--- src/rtl/elevator_motion_ctrl.sv ---
// rtl/elevator_motion_ctrl.sv - elevator motion/door sequencer driving a 4-bit up/down period timer
// Optional emergency stop: define ELEVATOR_ESTOP_EN to add the estop input and HALT state.
module elevator_motion_ctrl #(
    parameter int NUM_FLOORS   = 8,
    parameter int FLOOR_W      = 3,
    parameter int TRAVEL_TICKS = 10,
    parameter int DOOR_TICKS   = 6
) (
    input  logic               clk,
    input  logic               rst,
`ifdef ELEVATOR_ESTOP_EN
    input  logic               estop,
`endif
    input  logic               req_valid,
    input  logic [FLOOR_W-1:0] req_floor,
    output logic               req_ready,
    input  logic [3:0]         period,
    output logic               timer_rst,
    output logic               timer_dir,
    output logic [FLOOR_W-1:0] cur_floor,
    output logic               moving,
    output logic               going_up,
    output logic               door_open,
    output logic               arrived,
    output logic               req_err
);

`ifdef ELEVATOR_ESTOP_EN
    typedef enum logic [2:0] {
        S_IDLE, S_ARM_MOVE, S_MOVE, S_ARM_DOOR, S_DOOR, S_HALT
    } state_t;
`else
    typedef enum logic [2:0] {
        S_IDLE, S_ARM_MOVE, S_MOVE, S_ARM_DOOR, S_DOOR
    } state_t;
`endif

    // Arrival is one floor's worth of up-counting; the door dwell counts down
    // from 0 (wrapping to 15) until it has taken DOOR_TICKS steps.
    localparam logic [3:0] TRAVEL_CMP = 4'(TRAVEL_TICKS);
    localparam logic [3:0] DOOR_CMP   = 4'(16 - DOOR_TICKS);

    state_t               state_q, state_d;
    logic [FLOOR_W-1:0]   cur_floor_q, cur_floor_d;
    logic [FLOOR_W-1:0]   target_q, target_d;
    logic                 going_up_q, going_up_d;
    logic                 arrived_q, arrived_d;
    logic                 req_err_q, req_err_d;

    logic [FLOOR_W-1:0]   floor_step;
    logic [31:0]          req_floor_ext;
    logic                 req_oob;
    logic                 handshake;

    assign floor_step    = going_up_q ? cur_floor_q + FLOOR_W'(1) : cur_floor_q - FLOOR_W'(1);
    assign req_floor_ext = 32'(req_floor);
    assign req_oob       = req_floor_ext >= 32'(NUM_FLOORS);
    assign handshake     = req_valid && req_ready;

    // State and datapath registers; rst aborts any trip without an arrival pulse.
    always_ff @(posedge clk) begin
        if (rst) begin
            state_q     <= S_IDLE;
            cur_floor_q <= '0;
            target_q    <= '0;
            going_up_q  <= 1'b1;
            arrived_q   <= 1'b0;
            req_err_q   <= 1'b0;
        end else begin
            state_q     <= state_d;
            cur_floor_q <= cur_floor_d;
            target_q    <= target_d;
            going_up_q  <= going_up_d;
            arrived_q   <= arrived_d;
            req_err_q   <= req_err_d;
        end
    end

    // Next-state and datapath updates, including floor stepping on each travel period.
    always_comb begin
        state_d     = state_q;
        cur_floor_d = cur_floor_q;
        target_d    = target_q;
        going_up_d  = going_up_q;
        arrived_d   = 1'b0;
        req_err_d   = 1'b0;
        case (state_q)
            S_IDLE: begin
                if (handshake) begin
                    if (req_oob) begin
                        req_err_d = 1'b1;
                    end else if (req_floor == cur_floor_q) begin
                        state_d   = S_ARM_DOOR;
                        arrived_d = 1'b1;
                    end else begin
                        target_d   = req_floor;
                        going_up_d = req_floor > cur_floor_q;
                        state_d    = S_ARM_MOVE;
                    end
                end
            end
            S_ARM_MOVE: state_d = S_MOVE;
            S_MOVE: begin
                if (period == TRAVEL_CMP) begin
                    cur_floor_d = floor_step;
                    if (floor_step == target_q) begin
                        state_d   = S_ARM_DOOR;
                        arrived_d = 1'b1;
                    end else begin
                        state_d = S_ARM_MOVE;
                    end
                end
            end
            S_ARM_DOOR: state_d = S_DOOR;
            S_DOOR: begin
                if (period == DOOR_CMP) begin
                    state_d = S_IDLE;
                end
            end
`ifdef ELEVATOR_ESTOP_EN
            S_HALT: begin
                if (!estop) begin
                    state_d  = S_IDLE;
                    target_d = cur_floor_q;
                end
            end
`endif
            default: state_d = S_IDLE;
        endcase
`ifdef ELEVATOR_ESTOP_EN
        // Emergency stop freezes the floor and drops any in-flight event.
        if (estop) begin
            state_d     = S_HALT;
            cur_floor_d = cur_floor_q;
            target_d    = target_q;
            going_up_d  = going_up_q;
            arrived_d   = 1'b0;
            req_err_d   = 1'b0;
        end
`endif
    end

    // Moore outputs: timer control and status derived from the current state.
    always_comb begin
        timer_rst = 1'b1;
        timer_dir = 1'b1;
        req_ready = 1'b0;
        moving    = 1'b0;
        door_open = 1'b0;
        case (state_q)
            S_IDLE: begin
`ifdef ELEVATOR_ESTOP_EN
                req_ready = !rst && !estop;
`else
                req_ready = !rst;
`endif
            end
            S_ARM_MOVE: moving = 1'b1;
            S_MOVE: begin
                timer_rst = 1'b0;
                moving    = 1'b1;
            end
            S_ARM_DOOR: begin
                timer_dir = 1'b0;
                door_open = 1'b1;
            end
            S_DOOR: begin
                timer_rst = 1'b0;
                timer_dir = 1'b0;
                door_open = 1'b1;
            end
`ifdef ELEVATOR_ESTOP_EN
            S_HALT: begin
                timer_dir = 1'b0;
                door_open = 1'b1;
            end
`endif
            default: begin
                timer_rst = 1'b1;
            end
        endcase
    end

    assign cur_floor = cur_floor_q;
    assign going_up  = going_up_q;
    assign arrived   = arrived_q;
    assign req_err   = req_err_q;

endmodule

--- config.mk ---
export PLATFORM = sky130hd
export DESIGN_NAME = elevator_motion_ctrl
export DESIGN_NICKNAME = d
export VERILOG_FILES = /design/src/rtl/elevator_motion_ctrl.sv
export SDC_FILE = /design/constraint.sdc
export NUM_CORES = 1
export LEC_CHECK = 0
export CAP_MARGIN = 20
export CORE_MARGIN = 8
export CORE_UTILIZATION = 50
export CTS_BUF_LIST = sky130_fd_sc_hd__clkbuf_8
export DETAILED_ROUTE_END_ITERATION = 16
export PLACE_DENSITY = 0.89
export SYNTH_ARGS = -nofsm -noshare
export SYNTH_HDL_FRONTEND = slang
export SYNTH_SLANG_ARGS = --single-unit
--- constraint.sdc ---
create_clock -name clk -period 3.7 [get_ports clk]
set_clock_uncertainty 0.15 [all_clocks]
set_input_delay 0.555 -clock clk [delete_from_list [all_inputs] [get_ports clk]]
set_output_delay 0.555 -clock clk [all_outputs]
set_load 0.1 [all_outputs]
# --- Word-level counts from Yosys, hierarchy flattened ---
# Index checks and enable logic that the tools add are counted.
word_totals:
  word_cells: 55
  in_bits: 10
  out_inout_bits: 11
  reg_bits: 12
classes:
  bitwise: 4
  magnitude_cmp: 2
  n_reduce_logical: 10
  add_sub_neg: 2
  mux: 20
  eq_ne: 11
ops:
  columns: ["op", "count"]
  rows:
  - ["$mux W3", 5]
  - ["$pmux W3 S5", 1]
  - ["$mux W1", 11]
  - ["$ne A2 B2 Y1 const B", 4]
  - ["$reduce_and A4 Y1", 2]
  - ["$eq A3 B2 Y1 const B", 2]
  - ["$eq A3 B3 Y1", 2]
  - ["$reduce_or A2 Y1", 3]
  - ["$eq A4 B4 Y1 const B", 1]
  - ["$ge A3 B4 Y1 const B", 1]
  - ["$mux W2", 2]
  - ["$not A1 Y1", 4]
  - ["$add A3 B1 Y3 const B", 1]
  - ["$eq A3 B1 Y1 const B", 1]
  - ["$eq A3 B3 Y1 const B", 1]
  - ["$gt A3 B3 Y1", 1]
  - ["$logic_not A3 Y1", 1]
  - ["$reduce_or A3 Y1", 1]
  - ["$sub A3 B1 Y3 const B", 1]
  - ["$pmux W1 S2", 1]
  - ["$reduce_and A2 Y1", 1]
  - ["$logic_and A1 B1 Y1", 1]
  - ["$logic_not A1 Y1", 1]

# --- Logic depth before layout (Yosys ltp) ---
# Gate-level depths: netlist of run 1.
logic_depth:
  ltp_word: 6
  depth_mapped: 6

# --- Worst setup path before layout of run 1 ---
# OpenSTA, ideal clock, no wires.
synth_path:
  kind: "input to output"
  from: "input port rst"
  to: "output port req_ready"
  arrival_ns: 2.279
  path_buffers: 1
  path_slack_ns: 0.716
  t_required_ns: 2.995
  stages: 3
  path_cell_list: "buf_6 > or3_4 > nor2_1"
synth_between:
  elab_chain_len: 2
synth_rtl:
  columns: ["item", "line", "source"]
  rows:
  - ["from (decl)", "10", "input logic rst,"]
  - ["$logic_not A1 Y1", "155", "req_ready = !rst;"]
  - ["$mux W1", "150", "case (state_q)"]
  - ["to (decl)", "16", "output logic req_ready,"]
# Every way passes these cells.

# --- Worst setup path in the final report of run 1 ---
layout_path:
  from: "register state_q[0]"
  to: "output port moving"
layout_between:
  elab_chain_len: 3
  word_cells_on_any_way: 4
  classes_between: "eq/ne: 2; mux: 1; reduce/logical: 1"
layout_rtl:
  columns: ["item", "line", "source"]
  rows:
  - ["from (decl)", "43", "state_t state_q, state_d;"]
  - ["from (signal assigned)", "70", "state_q <= state_d;"]
  - ["$eq A3 B2 Y1 or $eq A3 B1 Y1 (tied branches)", "150", null]
  - ["$reduce_or A2 Y1 (no source line) *", null, null]
  - ["$mux W1 *", "150", null]
  - ["to (decl)", "21", "output logic moving,"]
# Every way passes the cells marked *; elsewhere a longest branch is shown, timed or not.

==> results of run 1 <==
==> cell families (layout without fill, tap and decap cells) <==
kind of cell,Yosys count,count (layout),synth area share [%]
AO/OA/AOI/OAI,11,11,10.1
flip-flops,11,11,32.5
XOR/XNOR,8,8,10.3
multiplexers,3,3,4.43
buffers and inverters,9,29,6.83
other,1,1,0.553
AND/OR/NAND/NOR,30,30,26.8
adder cells (fa/ha/maj),4,4,8.49
==> worst max-delay path, stage by stage (launching register included) <==
cell and delay (ns):
sky130_fd_sc_hd__dfxtp_1 0.46, sky130_fd_sc_hd__xnor2_1 0.12, sky130_fd_sc_hd__nor2_1 0.09, sky130_fd_sc_hd__clkdlybuf4s50_1 1.14
==> routing by layer <==
layer / vias up / routed length (µm) / share of wire, %
li1: 296 / - / -
met5: - / 0 / 0
met1: 262 / 635 / 42
met3: 5 / 113 / 7.4
met4: 0 / 57 / 3.7
met2: 20 / 722 / 47
==> where the power goes <==
part	switching, mW	total, mW	internal, mW
registers	0.00764	0.132	0.124
logic	0.0847	0.124	0.0390
clock network	0.0448	0.118	0.0728
==> worst paths after layout <==
kind                              startpoint          end  slack, ns
worst max-delay path              state_q[0]       moving       0.94
worst min-delay path             target_q[2]  target_q[2]       0.36
worst max register to register  cur_floor[0]   state_q[1]       1.81
worst min register to register   target_q[2]  target_q[2]       0.36
==> sequential cells by signal (all words and copies together) (netlist names) <==
| name | flops |
|---|---|
| target_q | 3 |
| arrived | 1 |
| going_up | 1 |
| cur_floor | 3 |
| state_q | 3 |
==> metrics by stage <==
| step | power [mW] | util, % | setup WS, ns | cells | hold slack [ns] |
|---|---|---|---|---|---|
| after floorplan | 0.230 | - | 0.716 | 77 | 0.334 |
| after global placement | 0.255 | 66.4 | 1.07 | 108 | 0.351 |
| after CTS | 0.377 | 69.9 | 0.944 | 112 | 0.371 |
| after global routing | 0.388 | 69.9 | 0.883 | 112 | 0.386 |
| final | 0.373 | 69.9 | 0.938 | 112 | 0.364 |
| after detailed placement | 0.258 | 66.4 | 1.04 | 108 | 0.363 |
==> final cells by class <==
class,instances,area [µm²],share of cell area (%)
repair buffers,19,180,20.1
multi-input cells,57,412,45.8
well taps,15,18.8,2.09
clock buffers,3,41.3,4.60
clock inverters,1,3.75,0.418
flip-flops and latches,11,220,24.5
inverters,6,22.5,2.51
==> cell usage in the layout, fill, tap and decap left out, types with 4 or more instances in the layout <==
cell type and n:
sky130_fd_sc_hd__nand2_1 5, sky130_fd_sc_hd__dfxtp_1 11, sky130_fd_sc_hd__buf_4 4, sky130_fd_sc_hd__xnor2_1 6, sky130_fd_sc_hd__nor2_1 11, sky130_fd_sc_hd__inv_1 7
sky130_fd_sc_hd__clkdlybuf4s50_1 15
==> flow_results.xml, run 1 <==
<?xml version="1.0" encoding="UTF-8"?>
<metrics>
  <group name="floorplan">
    <metric name="number_of_placed_i_o_pins" unit="">21</metric>
    <metric name="design.core.area" unit="µm²">1280</metric>
    <metric name="die_outline_area" unit="µm²">2790</metric>
    <metric name="rows" unit="">13</metric>
    <metric name="initial_core_util" unit="%">52.8</metric>
    <metric name="die_w" unit="µm">52.8</metric>
    <metric name="die_height" unit="µm">52.8</metric>
  </group>
  <group name="clock_network">
    <metric name="clock_latency" unit="ns">0.24</metric>
    <metric name="holdBufCountCts" unit="">0</metric>
    <metric name="path_clk_slew" unit="ns">0.05</metric>
    <metric name="cts_sink_cnt" unit="">11</metric>
    <metric name="post_cts_repair_resize_count" unit="">0</metric>
    <metric name="tritoncts_clock_tree" unit="">done</metric>
    <metric name="htreeDepth" unit="">1</metric>
    <metric name="cts_buffers" unit="">3</metric>
    <metric name="clock-root-buffer" unit="">sky130_fd_sc_hd__clkbuf_8</metric>
    <metric name="ctsLongestPathBuffers" unit="">2</metric>
    <metric name="postCtsSetupBuffers" unit="">0</metric>
  </group>
  <group name="cells_and_area">
    <metric name="post-route-cell-area" unit="µm²">898</metric>
    <metric name="layout-drive-gt1-share" unit="%">12.4</metric>
    <metric name="antennaDiodeCount" unit="">0</metric>
    <metric name="layout_fillers" unit="">104</metric>
    <metric name="area_delta_synth_final" unit="%">32.5</metric>
    <metric name="final_nets" unit="">112</metric>
  </group>
  <group name="global_routing">
    <metric name="grt_util_met2" unit="%">18.2</metric>
    <metric name="grt_most_used_layer" unit="">met2</metric>
    <metric name="globalRouteMet3Util" unit="%">4.83</metric>
    <metric name="first_global_vias" unit="">570</metric>
    <metric name="grt_antenna_before_repair" unit="">0</metric>
    <metric name="globalRouteTotalUtil" unit="%">12.2</metric>
    <metric name="maximum_number_of_pins_on_one_net_before_global_route_repair" unit="">11</metric>
    <metric name="global_route_wire_length_before_repair" unit="µm">2390</metric>
    <metric name="global_route.usage.met1" unit="%">12.1</metric>
    <metric name="globalRouteOverflowTotal" unit="">0</metric>
  </group>
  <group name="route">
    <metric name="drc_errors" unit="">0</metric>
    <metric name="routedWlPerCell" unit="µm">13.7</metric>
    <metric name="ant_nets" unit="">0</metric>
    <metric name="finalWirelength" unit="µm">1530</metric>
    <metric name="post_drt_via_cell_ratio" unit="">5.21</metric>
    <metric name="detail_route.first_pass.iterations" unit="">4</metric>
    <metric name="total_via_count_after_detailed_routing" unit="">583</metric>
    <metric name="dr.first_iter.drc_count" unit="">7</metric>
  </group>
  <group name="logic_synthesis">
    <metric name="post_synth_inst_count" unit="">77</metric>
    <metric name="postSynthAreaPerCell" unit="µm²">8.81</metric>
    <metric name="synth_top_cells_by_area" unit="">sky130_fd_sc_hd__dfxtp_1 (32%), sky130_fd_sc_hd__xnor2_1 (7.7%), sky130_fd_sc_hd__nor2_1 (6.1%)</metric>
    <metric name="mappedNetlistArea" unit="µm²">678</metric>
    <metric name="synth_top_cells_by_count" unit="">sky130_fd_sc_hd__dfxtp_1 (11), sky130_fd_sc_hd__nor2_1 (11), sky130_fd_sc_hd__inv_1 (6), sky130_fd_sc_hd__xnor2_1 (6), sky130_fd_sc_hd__nand2_1 (5)</metric>
    <metric name="netlist.area_leader.share" unit="%">32.5</metric>
    <metric name="synth_edf_count" unit="">0</metric>
    <metric name="synth_cell_types" unit="">29</metric>
    <metric name="synth_flop_cell" unit="">sky130_fd_sc_hd__dfxtp_1</metric>
    <metric name="synth_top_cell_by_area" unit="">sky130_fd_sc_hd__dfxtp_1</metric>
    <metric name="synth.net_count" unit="">91</metric>
    <metric name="postSynth.asyncResetShare" unit="%">0</metric>
    <metric name="yosys_warnings" unit="">0</metric>
    <metric name="portion_of_the_post_synthesis_area_used_by_sequential_elements" unit="%">32.5</metric>
    <metric name="ys_seq_elements" unit="">11</metric>
  </group>
  <group name="min_path">
    <metric name="whs_path_depth" unit="">2</metric>
    <metric name="min_path_type" unit="">flop to flop</metric>
  </group>
  <group name="flow_run">
    <metric name="maxCapViolCount" unit="">0</metric>
  </group>
  <group name="power">
    <metric name="areal_power_density_over_the_cells" unit="nW/µm²">416</metric>
    <metric name="irDropWorstVdd" unit="V">0.000301</metric>
    <metric name="p_leak" unit="nW">0.379</metric>
  </group>
  <group name="sta">
    <metric name="final_max_slew_viol_count" unit="">0</metric>
    <metric name="timing.final.hold_violations" unit="">0</metric>
    <metric name="fin_crit" unit="ns">2.76</metric>
    <metric name="timing.slew.headroom" unit="%">34.9</metric>
    <metric name="post-route-period-util" unit="%">74.6</metric>
    <metric name="setup-violations-final" unit="">0</metric>
    <metric name="rsz0062_at_grt" unit="">false</metric>
    <metric name="finalSetupTns" unit="ns">0</metric>
    <metric name="max_freq" unit="MHz">362</metric>
    <metric name="tightest_slew" unit="ns">0.973</metric>
  </group>
  <group name="setup_path">
    <metric name="timing.critical_path.arrival" unit="ns">2.06</metric>
    <metric name="startpoint_class" unit="">flop</metric>
    <metric name="endpoint_kind" unit="">output port</metric>
    <metric name="timing.setup.critical_path_class" unit="">flop to output port</metric>
    <metric name="critPathMaxFanout" unit="">8</metric>
    <metric name="worst_ep_required_time" unit="ns">2.99</metric>
    <metric name="worst-r2r-cell-count" unit="">6</metric>
  </group>
  <group name="placed_design">
    <metric name="placement.cell_area" unit="µm²">853</metric>
    <metric name="globalplace.congestion" unit="">0.793</metric>
    <metric name="hpwl" unit="µm">1220</metric>
    <metric name="port-buffer-count" unit="">19</metric>
  </group>
  <group name="run_status">
    <metric name="outcome" unit="">completed</metric>
  </group>
</metrics>
(Power assumes the default switching activity.)
==> inputs of run 2 (changes only) <==
--- a/config.mk
+++ b/config.mk
@@ -7,10 +7,10 @@
 export LEC_CHECK = 0
 export CAP_MARGIN = 20
 export CORE_MARGIN = 8
-export CORE_UTILIZATION = 50
+export CORE_UTILIZATION = 47
 export CTS_BUF_LIST = sky130_fd_sc_hd__clkbuf_8
 export DETAILED_ROUTE_END_ITERATION = 16
-export PLACE_DENSITY = 0.89
+export PLACE_DENSITY = 0.84
 export SYNTH_ARGS = -nofsm -noshare
 export SYNTH_HDL_FRONTEND = slang
 export SYNTH_SLANG_ARGS = --single-unit
==> constraint.sdc (replaced) <==
create_clock -name clk -period 2.8 [get_ports clk]
set_clock_uncertainty 0.15 [all_clocks]
set_input_delay 0.42 -clock clk [delete_from_list [all_inputs] [get_ports clk]]
set_output_delay 0.42 -clock clk [all_outputs]
set_load 0.1 [all_outputs]
==> flow_results.xml, run 2 (synthesized netlist as in run 1, its figures left out) <==
<?xml version="1.0" encoding="UTF-8"?>
<metrics>
  <group name="power">
    <metric name="share_clk_of_total_power" unit="%">31.1</metric>
    <metric name="areal_power_density_over_the_cells" unit="nW/µm²">549</metric>
    <metric name="p_leak" unit="nW">0.398</metric>
    <metric name="power.combinational.fraction" unit="%">33.7</metric>
    <metric name="internal_power" unit="mW">0.316</metric>
    <metric name="switchingPower" unit="mW">0.181</metric>
    <metric name="power.share.sequential" unit="%">35.1</metric>
    <metric name="irDropWorstVdd" unit="V">0.000366</metric>
    <metric name="netSwitchingFraction" unit="%">36.4</metric>
  </group>
  <group name="sta">
    <metric name="max_freq" unit="MHz">462</metric>
    <metric name="timing.final.hold_violations" unit="">0</metric>
    <metric name="setup-violations-final" unit="">0</metric>
    <metric name="post-route-period-util" unit="%">77.4</metric>
    <metric name="final_max_slew_viol_count" unit="">0</metric>
    <metric name="rsz0062_at_grt" unit="">false</metric>
    <metric name="fin_crit" unit="ns">2.17</metric>
    <metric name="finalSetupTns" unit="ns">0</metric>
  </group>
  <group name="setup_path">
    <metric name="critPathMaxFanout" unit="">5</metric>
    <metric name="timing.critical_path.arrival" unit="ns">1.60</metric>
    <metric name="r2r_end" unit="">state_q[1]</metric>
    <metric name="startpoint_class" unit="">input port</metric>
    <metric name="endpoint_kind" unit="">output port</metric>
    <metric name="worst-r2r-cell-count" unit="">6</metric>
    <metric name="worst_ep_required_time" unit="ns">2.23</metric>
    <metric name="critical_path.reg2reg.startpoint" unit="">cur_floor[0]</metric>
    <metric name="worst-r2r-setup-slack" unit="ns">0.91</metric>
    <metric name="timing.setup.critical_path_class" unit="">input port to output port</metric>
  </group>
  <group name="global_routing">
    <metric name="grt_antenna_before_repair" unit="">0</metric>
    <metric name="maximum_number_of_pins_on_one_net_before_global_route_repair" unit="">10</metric>
    <metric name="first_global_vias" unit="">621</metric>
    <metric name="globalRouteOverflowTotal" unit="">0</metric>
    <metric name="globalRouteTotalUtil" unit="%">12.1</metric>
    <metric name="global_route_wire_length_before_repair" unit="µm">2590</metric>
  </group>
  <group name="min_path">
    <metric name="min_path_type" unit="">flop to flop</metric>
    <metric name="holdPathEnd" unit="">target_q[0]</metric>
    <metric name="hold_start" unit="">target_q[0]</metric>
    <metric name="whs_path_depth" unit="">2</metric>
  </group>
  <group name="clock_network">
    <metric name="tritoncts_clock_tree" unit="">done</metric>
    <metric name="cts_buffers" unit="">3</metric>
    <metric name="path_clk_slew" unit="ns">0.05</metric>
    <metric name="clock-root-buffer" unit="">sky130_fd_sc_hd__clkbuf_8</metric>
    <metric name="clock_latency" unit="ns">0.23</metric>
    <metric name="ctsLongestPathBuffers" unit="">2</metric>
    <metric name="postCtsSetupBuffers" unit="">0</metric>
    <metric name="post_cts_repair_resize_count" unit="">0</metric>
    <metric name="htreeDepth" unit="">1</metric>
    <metric name="holdBufCountCts" unit="">0</metric>
    <metric name="cts_sink_cnt" unit="">11</metric>
  </group>
  <group name="cells_and_area">
    <metric name="area_delta_synth_final" unit="%">33.2</metric>
    <metric name="antennaDiodeCount" unit="">0</metric>
    <metric name="multi_input_area" unit="µm²">412</metric>
    <metric name="layout-drive-gt1-share" unit="%">19.4</metric>
    <metric name="final_cell_mix" unit="">sky130_fd_sc_hd__nor2_1 (11), sky130_fd_sc_hd__dfxtp_1 (11), sky130_fd_sc_hd__buf_4 (10), sky130_fd_sc_hd__clkdlybuf4s50_1 (9), sky130_fd_sc_hd__inv_1 (7)</metric>
    <metric name="sequential_cell_area" unit="µm²">220</metric>
    <metric name="layout_fillers" unit="">112</metric>
    <metric name="final_nets" unit="">113</metric>
    <metric name="fin_cells" unit="">113</metric>
  </group>
  <group name="route">
    <metric name="detail_route.first_pass.iterations" unit="">4</metric>
    <metric name="drc_errors" unit="">0</metric>
    <metric name="post_drt_via_cell_ratio" unit="">5.08</metric>
    <metric name="finalWirelength" unit="µm">1550</metric>
    <metric name="routedWlPerCell" unit="µm">13.7</metric>
    <metric name="dr.first_iter.drc_count" unit="">4</metric>
    <metric name="total_via_count_after_detailed_routing" unit="">574</metric>
    <metric name="ant_nets" unit="">0</metric>
  </group>
  <group name="floorplan">
    <metric name="die_outline_area" unit="µm²">2910</metric>
    <metric name="initial_core_util" unit="%">51.5</metric>
    <metric name="number_of_placed_i_o_pins" unit="">21</metric>
    <metric name="die_w" unit="µm">54.0</metric>
    <metric name="design.core.area" unit="µm²">1320</metric>
    <metric name="rows" unit="">13</metric>
    <metric name="die_height" unit="µm">54.0</metric>
  </group>
  <group name="placed_design">
    <metric name="hpwl" unit="µm">1250</metric>
    <metric name="port-buffer-count" unit="">19</metric>
    <metric name="globalplace.congestion" unit="">0.815</metric>
    <metric name="numPlacedInstances" unit="">109</metric>
  </group>
  <group name="run_status">
    <metric name="outcome" unit="">completed</metric>
  </group>
  <group name="flow_run">
    <metric name="maxCapViolCount" unit="">0</metric>
  </group>
</metrics>
run 2: cell count changes in the layout (fill, tap and decap cells not counted):
cell,delta
sky130_fd_sc_hd__clkdlybuf4s50_1,-6
sky130_fd_sc_hd__buf_12,+1
sky130_fd_sc_hd__buf_4,+6
run 2: cell type report:
class                      instances  area share, %
multi-input combinational         57           45.6
clock inverter                     1          0.416
tap                               15           2.08
timing repair buffer              20           20.5
sequential                        11           24.4
clock buffer                       3           4.57
inverter                           6           2.49
run 2: power groups by stage:
stage	logic, mW	registers, mW	clock network, mW
floorplan	0.118	0.185	0
global placement	0.166	0.177	0
detailed placement	0.168	0.177	0
CTS	0.169	0.174	0.157
global route	0.176	0.175	0.166
finish	0.167	0.174	0.154
run 2: worst max path at each step:
stage / start / end / slack (ns)
after floorplan: rst / req_ready / 0.09
after global placement: rst / req_ready / 0.63
after detailed placement: rst / req_ready / 0.62
after CTS: rst / req_ready / 0.62
after global routing: rst / req_ready / 0.59
final: rst / req_ready / 0.63
run 2: per-stage QoR:
stage	power, mW	util, %	instance area (µm²)	worst slack (ns)	hold slack, ns
after global placement	0.343	65.1	858	0.633	0.352
after CTS	0.500	68.6	903	0.623	0.379
after floorplan	0.304	-	678	0.0861	0.334
after detailed placement	0.346	65.1	858	0.616	0.367
final	0.496	68.6	903	0.633	0.372
after global routing	0.518	68.6	903	0.585	0.396
run 2: per-layer routing:
| layer | wire length, µm | track usage, % | part of all wire, % | up-vias |
|---|---|---|---|---|
| li1 | - | - | - | 299 |
| met1 | 670 | 13.0 | 43 | 262 |
| met2 | 802 | 20.8 | 52 | 11 |
| met3 | 53 | 2.48 | 3.4 | 2 |
| met4 | 19 | 7.79 | 1.2 | 0 |
| met5 | 0 | 0 | 0 | - |
run 2: critical path, stage by stage:
cell                              delay [ns]
sky130_fd_sc_hd__clkdlybuf4s50_1        0.42
sky130_fd_sc_hd__or3_4                  0.36
sky130_fd_sc_hd__nor2_1                 0.19
sky130_fd_sc_hd__buf_12                 0.20
